===== config.mk =====
export PLATFORM = sky130hd
export DESIGN_NAME = fm_path_ctrl_flat
export DESIGN_NICKNAME = d
export VERILOG_FILES = /design/src/rtl/fm_path_ctrl_if.sv /design/src/rtl/fm_path_ctrl.sv /design/src/flat_wrapper.sv
export SDC_FILE = /design/constraint.sdc
export NUM_CORES = 1
export LEC_CHECK = 0
export ABC_AREA = 1
export CAP_MARGIN = 20
export CORE_ASPECT_RATIO = 0.9
export CORE_UTILIZATION = 35
export DETAILED_ROUTE_END_ITERATION = 10
export PLACE_DENSITY = 0.59
export SLEW_MARGIN = 20
export SYNTH_ARGS = -nofsm -noshare
export SYNTH_HDL_FRONTEND = slang
export SYNTH_SLANG_ARGS = --single-unit
export TNS_END_PERCENT = 30

===== constraint.sdc =====
create_clock -name clk_30m -period 3.6 [get_ports clk_30m]
set_clock_uncertainty 0.15 [all_clocks]
set_input_delay 0.72 -clock clk_30m [delete_from_list [all_inputs] [get_ports clk_30m]]
set_output_delay 0.72 -clock clk_30m [all_outputs]
set_load 0.05 [all_outputs]

===== src/rtl/fm_path_ctrl_if.sv =====
// fm_path_ctrl_if: mode-request handshake and coefficient ROM/FIR write bus
interface fm_path_ctrl_if #(
    parameter int TAPS   = 32,
    parameter int COEF_W = 16
);
    localparam int TW = $clog2(TAPS);
    logic              mode_req;
    logic [1:0]        mode_sel;
    logic              mode_ack;
    logic              busy;
    logic [1:0]        cur_mode;
    logic [TW+1:0]     coef_rd_addr;
    logic [COEF_W-1:0] coef_rd_data;
    logic              coef_wr_en;
    logic [TW-1:0]     coef_wr_addr;
    logic [COEF_W-1:0] coef_wr_data;
    modport master (
        output mode_req, mode_sel, coef_rd_data,
        input  mode_ack, busy, cur_mode, coef_rd_addr, coef_wr_en, coef_wr_addr, coef_wr_data
    );
    modport slave (
        input  mode_req, mode_sel, coef_rd_data,
        output mode_ack, busy, cur_mode, coef_rd_addr, coef_wr_en, coef_wr_addr, coef_wr_data
    );
endinterface


===== src/rtl/fm_path_ctrl.sv =====
// fm_path_ctrl: FM datapath mode sequencer (mute, FIR coefficient reload, flush) with ADC over-range monitor
module fm_path_ctrl #(
    parameter int TAPS      = 32,
    parameter int COEF_W    = 16,
    parameter int MUTE_CYC  = 16,
    parameter int OTR_LIMIT = 8
) (
    input  logic          clk_30m,
    input  logic          rst_n,
    fm_path_ctrl_if.slave ctrl_if,
    output logic [1:0]    da_sel_o,
    output logic          da_mute_o,
    input  logic          ad_otr_i,
    input  logic          otr_clr_i,
    output logic          otr_flag_o
);
    localparam int TW = $clog2(TAPS);
    localparam int CW = $clog2(TAPS + MUTE_CYC + 2);
    localparam int OW = $clog2(OTR_LIMIT + 1);

    typedef enum logic [1:0] {IDLE, MUTE, LOAD, FLUSH} state_e;

    state_e            state_q;
    logic [1:0]        new_mode_q, cur_mode_q, da_sel_q;
    logic              ack_q, busy_q, mute_q, wr_en_q;
    logic [CW-1:0]     cnt_q;
    logic [TW+1:0]     rd_addr_q;
    logic [TW-1:0]     wr_addr_q;
    logic [COEF_W-1:0] wr_data_q;
    logic [OW-1:0]     otr_cnt_q, otr_cnt_d;
    logic              otr_flag_q, otr_flag_d;

    // Mode sequencer: a write lags its ROM address by one cycle, so LOAD spans TAPS+1 cycles
    always_ff @(posedge clk_30m or negedge rst_n) begin
        if (!rst_n) begin
            state_q    <= IDLE;
            new_mode_q <= '0;
            cur_mode_q <= '0;
            da_sel_q   <= '0;
            ack_q      <= 1'b0;
            busy_q     <= 1'b0;
            mute_q     <= 1'b0;
            wr_en_q    <= 1'b0;
            cnt_q      <= '0;
            rd_addr_q  <= '0;
            wr_addr_q  <= '0;
            wr_data_q  <= '0;
        end else begin
            ack_q   <= 1'b0;
            wr_en_q <= 1'b0;
            case (state_q)
                IDLE: if (ctrl_if.mode_req) begin
                    ack_q <= 1'b1;
                    if (ctrl_if.mode_sel != cur_mode_q) begin
                        new_mode_q <= ctrl_if.mode_sel;
                        busy_q     <= 1'b1;
                        mute_q     <= 1'b1;
                        cnt_q      <= '0;
                        state_q    <= MUTE;
                    end
                end
                MUTE: if (cnt_q == CW'(MUTE_CYC - 1)) begin
                    cnt_q    <= '0;
                    da_sel_q <= new_mode_q;
                    if (new_mode_q[1]) begin
                        rd_addr_q <= {new_mode_q, {TW{1'b0}}};
                        state_q   <= LOAD;
                    end else begin
                        cur_mode_q <= new_mode_q;
                        busy_q     <= 1'b0;
                        mute_q     <= 1'b0;
                        state_q    <= IDLE;
                    end
                end else begin
                    cnt_q <= cnt_q + 1'b1;
                end
                LOAD: begin
                    if (cnt_q < CW'(TAPS)) begin
                        wr_en_q   <= 1'b1;
                        wr_addr_q <= TW'(cnt_q);
                        wr_data_q <= ctrl_if.coef_rd_data;
                    end
                    if (cnt_q < CW'(TAPS - 1))
                        rd_addr_q <= {new_mode_q, TW'(cnt_q + 1'b1)};
                    if (cnt_q == CW'(TAPS)) begin
                        cnt_q   <= '0;
                        state_q <= FLUSH;
                    end else begin
                        cnt_q <= cnt_q + 1'b1;
                    end
                end
                FLUSH: if (cnt_q == CW'(TAPS - 1)) begin
                    cur_mode_q <= new_mode_q;
                    busy_q     <= 1'b0;
                    mute_q     <= 1'b0;
                    state_q    <= IDLE;
                end else begin
                    cnt_q <= cnt_q + 1'b1;
                end
                default: state_q <= IDLE;
            endcase
        end
    end

    // Over-range run length saturates; the flag sets on the sample that reaches the limit and set beats clear
    always_comb begin
        otr_cnt_d  = !ad_otr_i ? '0 : (otr_cnt_q == OW'(OTR_LIMIT)) ? otr_cnt_q : otr_cnt_q + 1'b1;
        otr_flag_d = (ad_otr_i && otr_cnt_q >= OW'(OTR_LIMIT - 1)) || (otr_flag_q && !otr_clr_i);
    end

    // Over-range state registers, independent of the mode sequencer
    always_ff @(posedge clk_30m or negedge rst_n) begin
        if (!rst_n) begin
            otr_cnt_q  <= '0;
            otr_flag_q <= 1'b0;
        end else begin
            otr_cnt_q  <= otr_cnt_d;
            otr_flag_q <= otr_flag_d;
        end
    end

    assign ctrl_if.mode_ack     = ack_q;
    assign ctrl_if.busy         = busy_q;
    assign ctrl_if.cur_mode     = cur_mode_q;
    assign ctrl_if.coef_rd_addr = rd_addr_q;
    assign ctrl_if.coef_wr_en   = wr_en_q;
    assign ctrl_if.coef_wr_addr = wr_addr_q;
    assign ctrl_if.coef_wr_data = wr_data_q;
    assign da_sel_o             = da_sel_q;
    assign da_mute_o            = mute_q;
    assign otr_flag_o           = otr_flag_q;
endmodule

===== src/flat_wrapper.sv =====
// flat-port wrapper written by rule: the top's interface ports become plain ports
module fm_path_ctrl_flat 
#(
    parameter int TAPS      = 32,
    parameter int COEF_W    = 16,
    parameter int MUTE_CYC  = 16,
    parameter int OTR_LIMIT = 8
)
  (clk_30m, rst_n, da_sel_o, da_mute_o, ad_otr_i, otr_clr_i, otr_flag_o, ctrl_if_mode_req, ctrl_if_mode_sel, ctrl_if_coef_rd_data, ctrl_if_mode_ack, ctrl_if_busy, ctrl_if_cur_mode, ctrl_if_coef_rd_addr, ctrl_if_coef_wr_en, ctrl_if_coef_wr_addr, ctrl_if_coef_wr_data);
  fm_path_ctrl_if #(.TAPS(TAPS), .COEF_W(COEF_W)) ctrl_if_i ();
  input  logic clk_30m;
  input  logic rst_n;
  output logic [1:0] da_sel_o;
  output logic da_mute_o;
  input  logic ad_otr_i;
  input  logic otr_clr_i;
  output logic otr_flag_o;
  input wire logic [$bits(ctrl_if_i.mode_req)-1:0] ctrl_if_mode_req;
  input wire logic [$bits(ctrl_if_i.mode_sel)-1:0] ctrl_if_mode_sel;
  input wire logic [$bits(ctrl_if_i.coef_rd_data)-1:0] ctrl_if_coef_rd_data;
  output wire logic [$bits(ctrl_if_i.mode_ack)-1:0] ctrl_if_mode_ack;
  output wire logic [$bits(ctrl_if_i.busy)-1:0] ctrl_if_busy;
  output wire logic [$bits(ctrl_if_i.cur_mode)-1:0] ctrl_if_cur_mode;
  output wire logic [$bits(ctrl_if_i.coef_rd_addr)-1:0] ctrl_if_coef_rd_addr;
  output wire logic [$bits(ctrl_if_i.coef_wr_en)-1:0] ctrl_if_coef_wr_en;
  output wire logic [$bits(ctrl_if_i.coef_wr_addr)-1:0] ctrl_if_coef_wr_addr;
  output wire logic [$bits(ctrl_if_i.coef_wr_data)-1:0] ctrl_if_coef_wr_data;
  assign ctrl_if_i.mode_req = ctrl_if_mode_req;
  assign ctrl_if_i.mode_sel = ctrl_if_mode_sel;
  assign ctrl_if_i.coef_rd_data = ctrl_if_coef_rd_data;
  assign ctrl_if_mode_ack = ctrl_if_i.mode_ack;
  assign ctrl_if_busy = ctrl_if_i.busy;
  assign ctrl_if_cur_mode = ctrl_if_i.cur_mode;
  assign ctrl_if_coef_rd_addr = ctrl_if_i.coef_rd_addr;
  assign ctrl_if_coef_wr_en = ctrl_if_i.coef_wr_en;
  assign ctrl_if_coef_wr_addr = ctrl_if_i.coef_wr_addr;
  assign ctrl_if_coef_wr_data = ctrl_if_i.coef_wr_data;
  fm_path_ctrl #(.TAPS(TAPS), .COEF_W(COEF_W), .MUTE_CYC(MUTE_CYC), .OTR_LIMIT(OTR_LIMIT)) u_core (.clk_30m(clk_30m), .rst_n(rst_n), .ctrl_if(ctrl_if_i), .da_sel_o(da_sel_o), .da_mute_o(da_mute_o), .ad_otr_i(ad_otr_i), .otr_clr_i(otr_clr_i), .otr_flag_o(otr_flag_o));
endmodule

Yosys cells after proc, flatten, opt, wreduce, memory -nomap -nowiden --
Index checks and enable logic that the tools add are counted.
Cells by class: multipliers 0, div/mod/pow operators 0, multiplexer cells 33, equal/unequal tests 18, $lt $le $gt $ge 3, bitwise gates (word level) 0, add/sub/neg operators 2, reduce and logical (&&, ||, !) cells 16, shift-type cells 0
Operators with widths (count):
- 6-bit two-way mux | 5
- 6-bit one-hot mux with 4 select lines | 1
- 7-bit two-way mux | 3
- 2-bit two-way mux | 9
- 7-bit one-hot mux with 2 select lines | 1
- 2-bit by 1-bit != test with 1-bit output (second input constant) | 6
- 1-bit two-way mux | 9
- 4-bit two-way mux | 2
- 2-bit != test (second input constant) | 4
- 2-bit one-hot mux with 4 select lines | 1
- 4-bit AND reduction | 2
- 6-bit by 1-bit adder with 6-bit output (second input constant) | 1
- 6-bit by 4-bit == test with 1-bit output (second input constant) | 1
- 6-bit by 5-bit == test with 1-bit output (second input constant) | 1
- 6-bit == test (second input constant) | 1
- 6-bit by 5-bit < comparator with 1-bit output (second input constant) | 1
- 6-bit < comparator (second input constant) | 1
- 3-bit AND reduction | 2
- 6-bit AND reduction | 1
- 5-bit AND reduction | 1
- 4-bit by 1-bit adder with 4-bit output (second input constant) | 1
- 2-bit == test (second input constant) | 2
- 4-bit == test (second input constant) | 1
- 4-bit by 3-bit greater-or-equal comparator with 1-bit output (second input constant) | 1
- other kinds (11) | 14
Storage, ports and cells: register bits 50, bits in latches 0, RAM bits 0, memory bits (read-only) 0, memories 0, word-level logic and storage cells 85

Logic depth before layout (Yosys ltp) --
Gate-level depths: netlist of the first run.
word-level depth 4, mapped depth 10

Least setup slack after synthesis of the first run --
No wires, ideal clock.
path kind flip-flop to output port, start point register, netlist name u_core.ctrl_if.busy, end point output port da_mute_o, arrival time 0.901 ns, stages on the path, launching flop included 2, path slack 1.829 ns, path buffers 1, cells stage by stage dfrtp_1 buf_4
RTL lines:
- to (decl) | line flat_wrapper.sv:14 | output logic da_mute_o;

Final worst setup path of the first run --
start point register u_core.cur_mode_q[1], in the netlist u_core.ctrl_if.cur_mode[1], end point output port ctrl_if_cur_mode[1]
RTL lines:
- from (decl) | line fm_path_ctrl.sv:24 | logic [1:0] new_mode_q, cur_mode_q, da_sel_q;
- from (signal assigned) | line fm_path_ctrl.sv:69 | cur_mode_q <= new_mode_q;
- from (signal assigned) | line fm_path_ctrl.sv:93 | cur_mode_q <= new_mode_q;
- to (decl) | line flat_wrapper.sv:23 | output wire logic [$bits(ctrl_if_i.cur_mode)-1:0] ctrl_if_cur_mode;
No word-level cell between the ends.

==> impl_results.md, run 1 <==
* TritonCTS clock tree: built
* Commonest cells after routing, fill and taps aside: nand2_1 (110), clkdlybuf4s50_1 (58), dfrtp_1 (50)
* Htree depth at 2
* Initial detailed-routing violation count at 85
* I/O pins at 60
* Synth cell types at 31
* Crit path max-delay family: buffers and inverters
* Synthesis-to-layout area growth at 30.9%
* Number of port buffers at 59
* Routed Antenna Nets at 0
* Fillers at 613
* Sequential element share of the synthesized area at 53.5%
* Die area at 7010 um2
* Initial antenna violation count at 0
* Drt drc at 0
* Vias in the first global route at 1775
* Post-synth net total at 296
* Hold buffers post-CTS at 0
* Cell area power density at 630 nW/um2
* # setup viols final at 0
* Flops & latches, synth at 50
* Worst slew pin tran at 0.553 ns
* Worst skew pair latency at 0.30 ns
* Mapped Area at 2340 um2
* Met2 wire len at 2.02 mm
* Via count of the routed design at 1885
* Startpoint types: flip-flop
* FP Rows at 27
* Crit-path max FO at 4
* Dpl cells at 410
* PostCTS Resize Cnt at 0
* Top FF cell, synth: dfrtp_1
* Post CTS Setup Buffer Count at 0
* Setup_tns at 0 ns
* DP HPWL at 3.60 mm
* Critical path endpoint category: output pin
* Post-layout min period at 2.39 ns
* Share of cells above drive strength 1 at 8.76%
* Post-layout nets at 357
* GRT overflow at 0
* Max-cap viol count at 0
* Final std cells w/o fill at 418
* VDD IR max at 266 uV
* Metal3 WL at 390 um
* Leakage power at 1.48 nW
* Drt pass-1 iters at 6
* Syn Inst Count at 269
* Chip height at 79.5 um
* Fmax at 419 MHz
* WP buf/inv at 1
* GPL Wtd Cong at 0.868
* DIE WIDTH at 88.2 um
* Final wirelength at 4.94 mm
* Cell Chain, Critical Path: clkdlybuf4s50_1
* Worst Path Arrival at 1.52 ns
* Commonest non-fill, non-tap cell in the layout: nand2_1
* Final Max Tran Viols at 0
* Slew HR at 63.1%
* First-pass GRT wire length at 8.17 mm
* Largest net degree at the start of global routing at 28
* RSZ-0062 raised after global routing: no
* Synth Area per Inst at 8.69 um2
* Top Layer Used: met4
* Sink Count at 50
* Yosys warns at 0
* Cts bufs inserted at 5
* Design area at 3060 um2
* Clk buf depth at 2
* M1 wire length at 2.48 mm
* Tcrit/Tclk final at 66.3%
* Antenna diodes at 0
* Core area at 6280 um2
* CP max stage delay at 0.82 ns
* Dpl cell area at 2980 um2
* Final hold viol count at 0
* DR vias/cell at 4.51
* Hold Path Class: in2async
* CP Data Required Time at 2.73 ns
* Fin Hold WS at 0.247 ns
* Initial core utilization at 37.2%
* Async S/R FF share, synth at 100%
* Total power at 1.93 mW
* CTS clk-pin slew, worst paths at 0.09 ns
* Avg WL per Cell at 11.8 um
* Critical-path top delay cell: clkdlybuf4s50_1
* GR Util All Layers at 15.1%
* Root buffer cell: clkbuf_8
* Outcome: completed
* Crit Path Class: reg2out
* Post-synth EDFFs at 0
[where the power goes]
part           internal (mW)  total [mW]  switching (mW)
clock                  0.137       0.322           0.184
sequential             0.677       0.785           0.108
combinational          0.274       0.823           0.549
total                   1.09        1.93           0.841
[state kept, by name, summed over array words and instances, names as in the netlist, named ones only]
| signal | flops |
|---|---|
| u_core.ctrl_if.coef_wr_data | 16 |
| u_core.ctrl_if.coef_wr_addr | 5 |
| u_core.ctrl_if.cur_mode | 2 |
| u_core.da_sel_o | 2 |
| u_core.ctrl_if.mode_ack | 1 |
| u_core.new_mode_q | 2 |
| u_core.otr_flag_o | 1 |
| u_core.ctrl_if.busy | 1 |
| u_core.ctrl_if.coef_wr_en | 1 |
| u_core.cnt_q | 6 |
| u_core.ctrl_if.coef_rd_addr | 7 |
| u_core.otr_cnt_q | 4 |
| u_core.state_q | 1 |
[path summary, 6_finish.rpt]
kind / from / end / slack (ns) / cells past startpoint
min in group clk_30m: u_core.ctrl_if.coef_wr_data[14] / u_core.ctrl_if.coef_wr_data[14] / 0.33 / 2
hold reg to reg: u_core.ctrl_if.coef_wr_data[14] / u_core.ctrl_if.coef_wr_data[14] / 0.33 / 2
setup reg to reg: u_core.state_q[0] / u_core.ctrl_if.coef_rd_addr[3] / 1.71 / 7
setup / recovery: u_core.ctrl_if.cur_mode[1] / ctrl_if_cur_mode[1] / 1.21 / 1
max in group asynchronous: rst_n / u_core.ctrl_if.coef_wr_data[8] / 2.30 / 2
hold / removal: rst_n / u_core.cnt_q[5] / 0.25 / 1
[cells in the mapped netlist (3+ instances only)]
master | number | area, um2
dfrtp_1 | 50 | 1250
a21oi_1 | 3 | 15.0
o21ai_0 | 9 | 45.0
inv_1 | 22 | 82.6
o21ai_1 | 6 | 30.0
nand4_1 | 3 | 18.8
nor2_1 | 10 | 37.5
o21ai_2 | 3 | 26.3
ha_1 | 4 | 50.1
nand3_1 | 19 | 95.1
nand2_1 | 110 | 413
nand2_2 | 3 | 18.8
[metrics by stage]
step	utilization, %	setup slack [ns]
floorplan	-	1.83
global placement	47.4	1.44
detailed placement	47.4	1.42
CTS	48.7	1.20
global route	48.7	1.15
finish	48.7	1.21
[routing by layer]
layer | global-route usage [%] | up-vias
li1 | - | 964
met1 | 21.6 | 863
met2 | 22.4 | 52
met3 | 3.72 | 6
met4 | 4.84 | 0
met5 | 0 | -
[cell type report]
cell class	count	area, um2	share of cell area (%)
clock inverter	2	13.8	0.450
multi-input combinational	187	920	30.0
clock buffer	6	72.6	2.37
inverter	26	103	3.35
timing repair buffer	60	593	19.4
sequential	50	1250	40.9
tap	87	109	3.56
[cell families (layout without fill, tap and decap cells)]
group	count (synthesis)	after routing	share of synthesized area, %
DFF	50	50	53.5
xor gates and xnor gates	3	3	1.12
AOI/OAI and AO/OA	25	25	6.74
buffers and inverters	32	94	7.17
adders and majority gates	4	4	2.14
and+or+nand+nor	155	155	29.3
Note: power is estimated with default switching activity, not from simulation.
==> run 2: changes to the inputs <==
==> constraint.sdc (replaced) <==
create_clock -name clk_30m -period 2.3 [get_ports clk_30m]
set_clock_uncertainty 0.15 [all_clocks]
set_input_delay 0.46 -clock clk_30m [delete_from_list [all_inputs] [get_ports clk_30m]]
set_output_delay 0.46 -clock clk_30m [all_outputs]
set_load 0.05 [all_outputs]
==> run 2 against run 1 <==
  * Clock power is 94% higher
  * Non-clock buffer count is 1 higher
  * Register-to-register slack worse by 1.2 ns
  * Sequential power increased by 57%
  * Sequential share of layout area shrank 0.46 points
  * Hold slack got worse by 0.16 ns
  * Critical endpoint is now ctrl_if_cur_mode[0]
  * Highest routed layer unchanged
==> impl_results.md, run 2 (synthesis results as in run 1) <==
* Drt drc at 0 (unchanged)
* Hold buffers post-CTS at 0 (unchanged)
* Worst setup path start: u_core.ctrl_if.cur_mode[0] (was u_core.ctrl_if.cur_mode[1])
* Number of flip-flops in the largest register at 16 (unchanged)
* Crit Path Class: reg2out (unchanged)
* CP Data Required Time at 1.69 ns (was 2.73 ns)
* Clk buf depth at 2 (unchanged)
* Worst skew pair latency at 0.31 ns (was 0.30 ns)
* RSZ-0062 raised after global routing: no (unchanged)
* FP Rows at 27 (unchanged)
* Synthesis-to-layout area growth at 32.4% (was 30.9%)
* Cell Chain, Critical Path: clkdlybuf4s50_1 (unchanged)
* Final wirelength at 4.99 mm (was 4.94 mm)
* Clk pwr share at 19.9% (was 16.7%)
* Comb pwr share at 40.9% (was 42.7%)
* DP HPWL at 3.61 mm (was 3.60 mm)
* Drt pass-1 iters at 4 (was 6)
* Startpoint types: flip-flop (unchanged)
* P_sw at 1.33 mW (was 0.841 mW)
* Switching share of power at 42.2% (was 43.6%)
* TritonCTS clock tree: built (unchanged)
* WP buf/inv at 1 (unchanged)
* GR Util All Layers at 15.7% (was 15.1%)
* Avg WL per Cell at 11.9 um (was 11.8 um)
* Reg2Reg Setup Slack at 0.53 ns (was 1.71 ns)
* Post CTS Setup Buffer Count at 0 (unchanged)
* Crit-path max FO at 3 (was 4)
* Tcrit/Tclk final at 92.9%
* Initial core utilization at 37.2% (unchanged)
* First-pass GRT wire length at 8.27 mm (was 8.17 mm)
* Final Max Tran Viols at 0 (unchanged)
* Fillers at 630 (was 613)
* Commonest non-fill, non-tap cell in the layout: nand2_1 (unchanged)
* Via count of the routed design at 1886 (was 1885)
* DIE WIDTH at 88.2 um (unchanged)
* Initial antenna violation count at 0 (unchanged)
* Sequential fraction of design power at 39.2% (was 40.7%)
* # setup viols final at 0 (unchanged)
* Chip height at 79.5 um (unchanged)
* Worst Path Arrival at 1.53 ns (was 1.52 ns)
* Max-cap viol count at 0 (unchanged)
* Commonest cells after routing, fill and taps aside: nand2_1 (110), clkdlybuf4s50_1 (58), dfrtp_1 (50) (unchanged)
* GPL Wtd Cong at 0.863 (was 0.868)
* CP max stage delay at 0.82 ns (about the same)
* Final hold viol count at 0 (unchanged)
* Fin Hold WS at 0.0825 ns (was 0.247 ns)
* Initial detailed-routing violation count at 75 (was 85)
* Worst r2r src: u_core.cnt_q[0] (was u_core.state_q[0])
* VDD IR max at 565 uV (was 266 uV)
* Critical-path top delay cell: clkdlybuf4s50_1 (unchanged)
* Worst slew pin tran at 0.638 ns (was 0.553 ns)
* Cell area power density at 1010 nW/um2 (was 630 nW/um2)
* Vias in the first global route at 1749 (was 1775)
* Outcome: completed (unchanged)
* I/O pins at 60 (unchanged)
* Share of cells above drive strength 1 at 9.34% (was 8.76%)
* Core area at 6280 um2 (unchanged)
* Root buffer cell: clkbuf_8 (unchanged)
* Htree depth at 2 (unchanged)
* Routed Antenna Nets at 0 (unchanged)
* Antenna diodes at 0 (unchanged)
* Cts bufs inserted at 5 (unchanged)
* Largest net degree at the start of global routing at 51 (was 28)
* Slew HR at 57.5% (was 63.1%)
* Sink Count at 50 (unchanged)
* Final std cells w/o fill at 419 (was 418)
* Leakage power at 1.49 nW (was 1.48 nW)
* Die area at 7010 um2 (unchanged)
* Internal power at 1.81 mW (was 1.09 mW)
* PostCTS Resize Cnt at 0 (unchanged)
* DR vias/cell at 4.50 (was 4.51)
* Fmax at 468 MHz
* Post-layout min period at 2.14 ns
* Setup_tns at 0 ns (unchanged)
* Post-layout nets at 358 (was 357)
* Dpl cells at 411 (was 410)
* CTS clk-pin slew, worst paths at 0.09 ns (about the same)
* GRT overflow at 0 (unchanged)
* Critical path endpoint category: output pin (unchanged)
* Number of port buffers at 59 (unchanged)
* Hold Path Class: in2async (unchanged)
* Crit path max-delay family: buffers and inverters (unchanged)
[run 2: worst paths after layout]
path	endpoint	cells after the start
max reg2reg	u_core.ctrl_if.coef_rd_addr[3]	7
max	ctrl_if_cur_mode[0]	1
min	u_core.ctrl_if.coef_rd_addr[2]	2
min reg2reg	u_core.ctrl_if.coef_wr_data[9]	2
min in group clk_30m	u_core.ctrl_if.coef_wr_data[9]	2
max in group asynchronous	u_core.ctrl_if.coef_wr_data[15]	2
[run 2: final cells by class]
cell class | instances | area (um2) | area share, %
clock buffers | 5 | 68.8 | 2.22
clock inverters | 3 | 45.0 | 1.45
inverters | 26 | 103 | 3.31
multi-input cells | 187 | 920 | 29.7
flip-flops and latches | 50 | 1250 | 40.4
well taps | 87 | 109 | 3.52
repair buffers | 61 | 601 | 19.4
[run 2: stage by stage]
| step | worst slack, ns | total power [mW] | util [%] | instance area [um2] |
|---|---|---|---|---|
| after floorplan | 0.755 | 2.12 | - | 2340 |
| after global placement | 0.405 | 2.53 | 47.5 | 2980 |
| after detailed placement | 0.366 | 2.54 | 47.5 | 2980 |
| after CTS | 0.140 | 3.18 | 49.3 | 3100 |
| after global routing | 0.0859 | 3.35 | 49.3 | 3100 |
| final | 0.164 | 3.14 | 49.3 | 3100 |
[run 2: per-layer routing]
layer / routed length, um / vias up / GRT usage [%]
li1: - / 978 / -
met1: 2500 / 856 / 21.8
met2: 2130 / 46 / 23.1
met3: 297 / 6 / 5.07
met4: 59 / 0 / 4.84
met5: 0 / - / 0
[run 2: power groups by stage]
stage / Combinational (mW) / Clock (mW) / Sequential (mW)
final: 1.28 / 0.625 / 1.23
after global placement: 1.29 / 0 / 1.24
after CTS: 1.29 / 0.653 / 1.23
after global routing: 1.39 / 0.694 / 1.26
after detailed placement: 1.29 / 0 / 1.25
after floorplan: 0.520 / 0 / 1.60
==> run 3: changes to the inputs <==
--- a/config.mk
+++ b/config.mk
@@ -10,7 +10,6 @@
 export CORE_ASPECT_RATIO = 0.9
 export CORE_UTILIZATION = 35
 export DETAILED_ROUTE_END_ITERATION = 10
-export PLACE_DENSITY = 0.59
 export SLEW_MARGIN = 20
 export SYNTH_ARGS = -nofsm -noshare
 export SYNTH_HDL_FRONTEND = slang
==> run 3 against run 2 <==
  * Fmax is 0.13% higher
  * Core utilization is the same
  * Via count shrank 1.3%
  * Die area stayed put
  * Routed wire length shrank 1.6%
  * Global-route usage fell by 0.084 points
  * Combinational power hardly changed
  * Critical path depth unchanged
  * Register-to-register slack improved by 0.03 ns
  * Critical endpoint is now ctrl_if_cur_mode[1]
  * Largest cell class unchanged
==> impl_results.md, run 3 (synthesis results as in run 1) <==
* Initial detailed-routing violation count at 83 (was 75)
* CP Data Required Time at 1.69 ns (about the same)
* Antenna diodes at 0 (unchanged)
* Internal power at 1.74 mW (was 1.81 mW)
* FP Rows at 27 (unchanged)
* Fmax at 469 MHz (was 468 MHz)
* Final Core Density at 49.3% (unchanged)
* Final wirelength at 4.91 mm (was 4.99 mm)
* Post CTS Setup Buffer Count at 0 (unchanged)
* Hold Path Class: reg2reg (was in2async)
* Routed Antenna Nets at 0 (unchanged)
* Hold EP: u_core.ctrl_if.coef_wr_addr[2]
* Synthesis-to-layout area growth at 32.4% (unchanged)
* Cell area power density at 981 nW/um2 (was 1010 nW/um2)
* Cts bufs inserted at 5 (unchanged)
* Post-layout nets at 359 (was 358)
* Chip height at 79.5 um (unchanged)
* Dpl cell area at 3000 um2 (was 2980 um2)
* Design area at 3100 um2 (unchanged)
* Worst Path Arrival at 1.52 ns (was 1.53 ns)
* Post-layout min period at 2.13 ns (was 2.14 ns)
* First-pass GRT wire length at 8.30 mm (was 8.27 mm)
* Initial core utilization at 37.2% (unchanged)
* Avg WL per Cell at 11.7 um (was 11.9 um)
* Worst Hold Depth at 2
* Fin Hold WS at 0.326 ns (was 0.0825 ns)
* DIE WIDTH at 88.2 um (unchanged)
* Clk pwr share at 17.3% (was 19.9%)
* PostCTS Resize Cnt at 0 (unchanged)
* GRT overflow at 0 (unchanged)
* # setup viols final at 0 (unchanged)
* Total power at 3.04 mW (was 3.14 mW)
* Slew HR at 61.3% (was 57.5%)
* Drt pass-1 iters at 4 (unchanged)
* Crit path max-delay family: buffers and inverters (unchanged)
* WP buf/inv at 1 (unchanged)
* Startpoint types: flip-flop (unchanged)
* Outcome: completed (unchanged)
* Drt drc at 0 (unchanged)
* Max-cap viol count at 0 (unchanged)
* Hold buffers post-CTS at 1 (was 0)
* Critical path endpoint category: output pin (unchanged)
* VDD IR max at 421 uV (was 565 uV)
* Post-place setup slack at 0.380 ns (was 0.366 ns)
* Initial antenna violation count at 0 (unchanged)
* Final hold viol count at 0 (unchanged)
* Final Max Tran Viols at 0 (unchanged)
* Worst r2r src: u_core.cnt_q[0] (unchanged)
* Switching share of power at 42.9% (was 42.2%)
* DP HPWL at 3.67 mm (was 3.61 mm)
* Setup_tns at 0 ns (unchanged)
* Dpl cells at 411 (unchanged)
* Worst Slack Setup Final at 0.167 ns (was 0.164 ns)
* RSZ-0062 raised after global routing: no (unchanged)
* Final std cells w/o fill at 420 (was 419)
* Vias in the first global route at 1804 (was 1749)
* Core area at 6280 um2 (unchanged)
* Comb pwr share at 42.3% (was 40.9%)
* I/O pins at 60 (unchanged)
* GR Util All Layers at 15.6% (was 15.7%)
* Commonest non-fill, non-tap cell in the layout: nand2_1 (unchanged)
* Number of flip-flops in the largest register at 16 (unchanged)
* TritonCTS clock tree: built (unchanged)
* Tcrit/Tclk final at 92.7% (was 92.9%)
* Crit-path max FO at 4 (was 3)
* FF-to-FF End: u_core.ctrl_if.cur_mode[0] (was u_core.ctrl_if.coef_rd_addr[3])
* P_sw at 1.30 mW (was 1.33 mW)
* Cell Chain, Critical Path: clkdlybuf4s50_1 (unchanged)
* Worst Hold Launch: u_core.ctrl_if.coef_wr_addr[2]
* DR vias/cell at 4.43 (was 4.50)
* Worst Reg-to-Reg Cells at 10 (was 7)
* Worst slew pin tran at 0.580 ns (was 0.638 ns)
* Worst skew pair latency at 0.30 ns (was 0.31 ns)
* Share of cells above drive strength 1 at 9.01% (was 9.34%)
* Die area at 7010 um2 (unchanged)
* Leakage power at 1.50 nW (was 1.49 nW)
* Crit Path Class: reg2out (unchanged)
* GPL Wtd Cong at 0.811 (was 0.863)
* Clk buf depth at 2 (unchanged)
* Via count of the routed design at 1862 (was 1886)
* Root buffer cell: clkbuf_8 (unchanged)
* Reg2Reg Setup Slack at 0.56 ns (was 0.53 ns)
* Commonest cells after routing, fill and taps aside: nand2_1 (110), clkdlybuf4s50_1 (58), dfrtp_1 (50) (unchanged)
* CP max stage delay at 0.82 ns (about the same)
* Largest net degree at the start of global routing at 29 (was 51)
* Sequential fraction of design power at 40.4% (was 39.2%)
* Worst setup path start: u_core.ctrl_if.cur_mode[1] (was u_core.ctrl_if.cur_mode[0])
* Sink Count at 50 (unchanged)
* Critical-path top delay cell: clkdlybuf4s50_1 (unchanged)
* Htree depth at 2 (unchanged)
* Number of port buffers at 59 (unchanged)
* CTS clk-pin slew, worst paths at 0.09 ns (about the same)
==> run 3: layout make-up <==
cell class | instances | area [um2]
timing repair buffer | 62 | 623
multi-input combinational | 187 | 920
sequential | 50 | 1250
tap | 87 | 109
inverter | 26 | 103
fill | 655 | 3190
clock inverter | 1 | 5.00
clock buffer | 7 | 86.3
==> run 3: worst max path at each step <==
stage | to | slack [ns] | cells past startpoint
2_1_floorplan | u_core.ctrl_if.cur_mode[1] | 0.75 | 10
5_1_grt | ctrl_if_cur_mode[1] | 0.11 | 1
3_5_place_dp | u_core.cnt_q[4] | 0.38 | 10
3_3_place_gp | u_core.cnt_q[4] | 0.41 | 10
6_report | ctrl_if_cur_mode[1] | 0.17 | 1
4_1_cts | ctrl_if_cur_mode[1] | 0.15 | 1
==> run 3: metal layers <==
metal	routed length (um)	global-route usage, %	vias up
met2	2250	23.7	32
met4	82	6.29	0
met5	0	0	-
li1	-	-	970
met3	211	4.14	5
met1	2360	21.0	855
==> run 3: power groups by stage <==
| stage | Combinational, mW | Clock [mW] | Sequential, mW |
|---|---|---|---|
| after floorplan | 0.520 | 0 | 1.60 |
| after global placement | 1.29 | 0 | 1.24 |
| after detailed placement | 1.30 | 0 | 1.25 |
| after CTS | 1.30 | 0.555 | 1.23 |
| after global routing | 1.40 | 0.589 | 1.25 |
| final | 1.29 | 0.525 | 1.23 |
==> run 3: worst min-delay path, stage by stage, from the launching register on <==
cell and delay, ns:
dfrtp_1 0.35, nand2_1 0.05, nand2_1 0.05
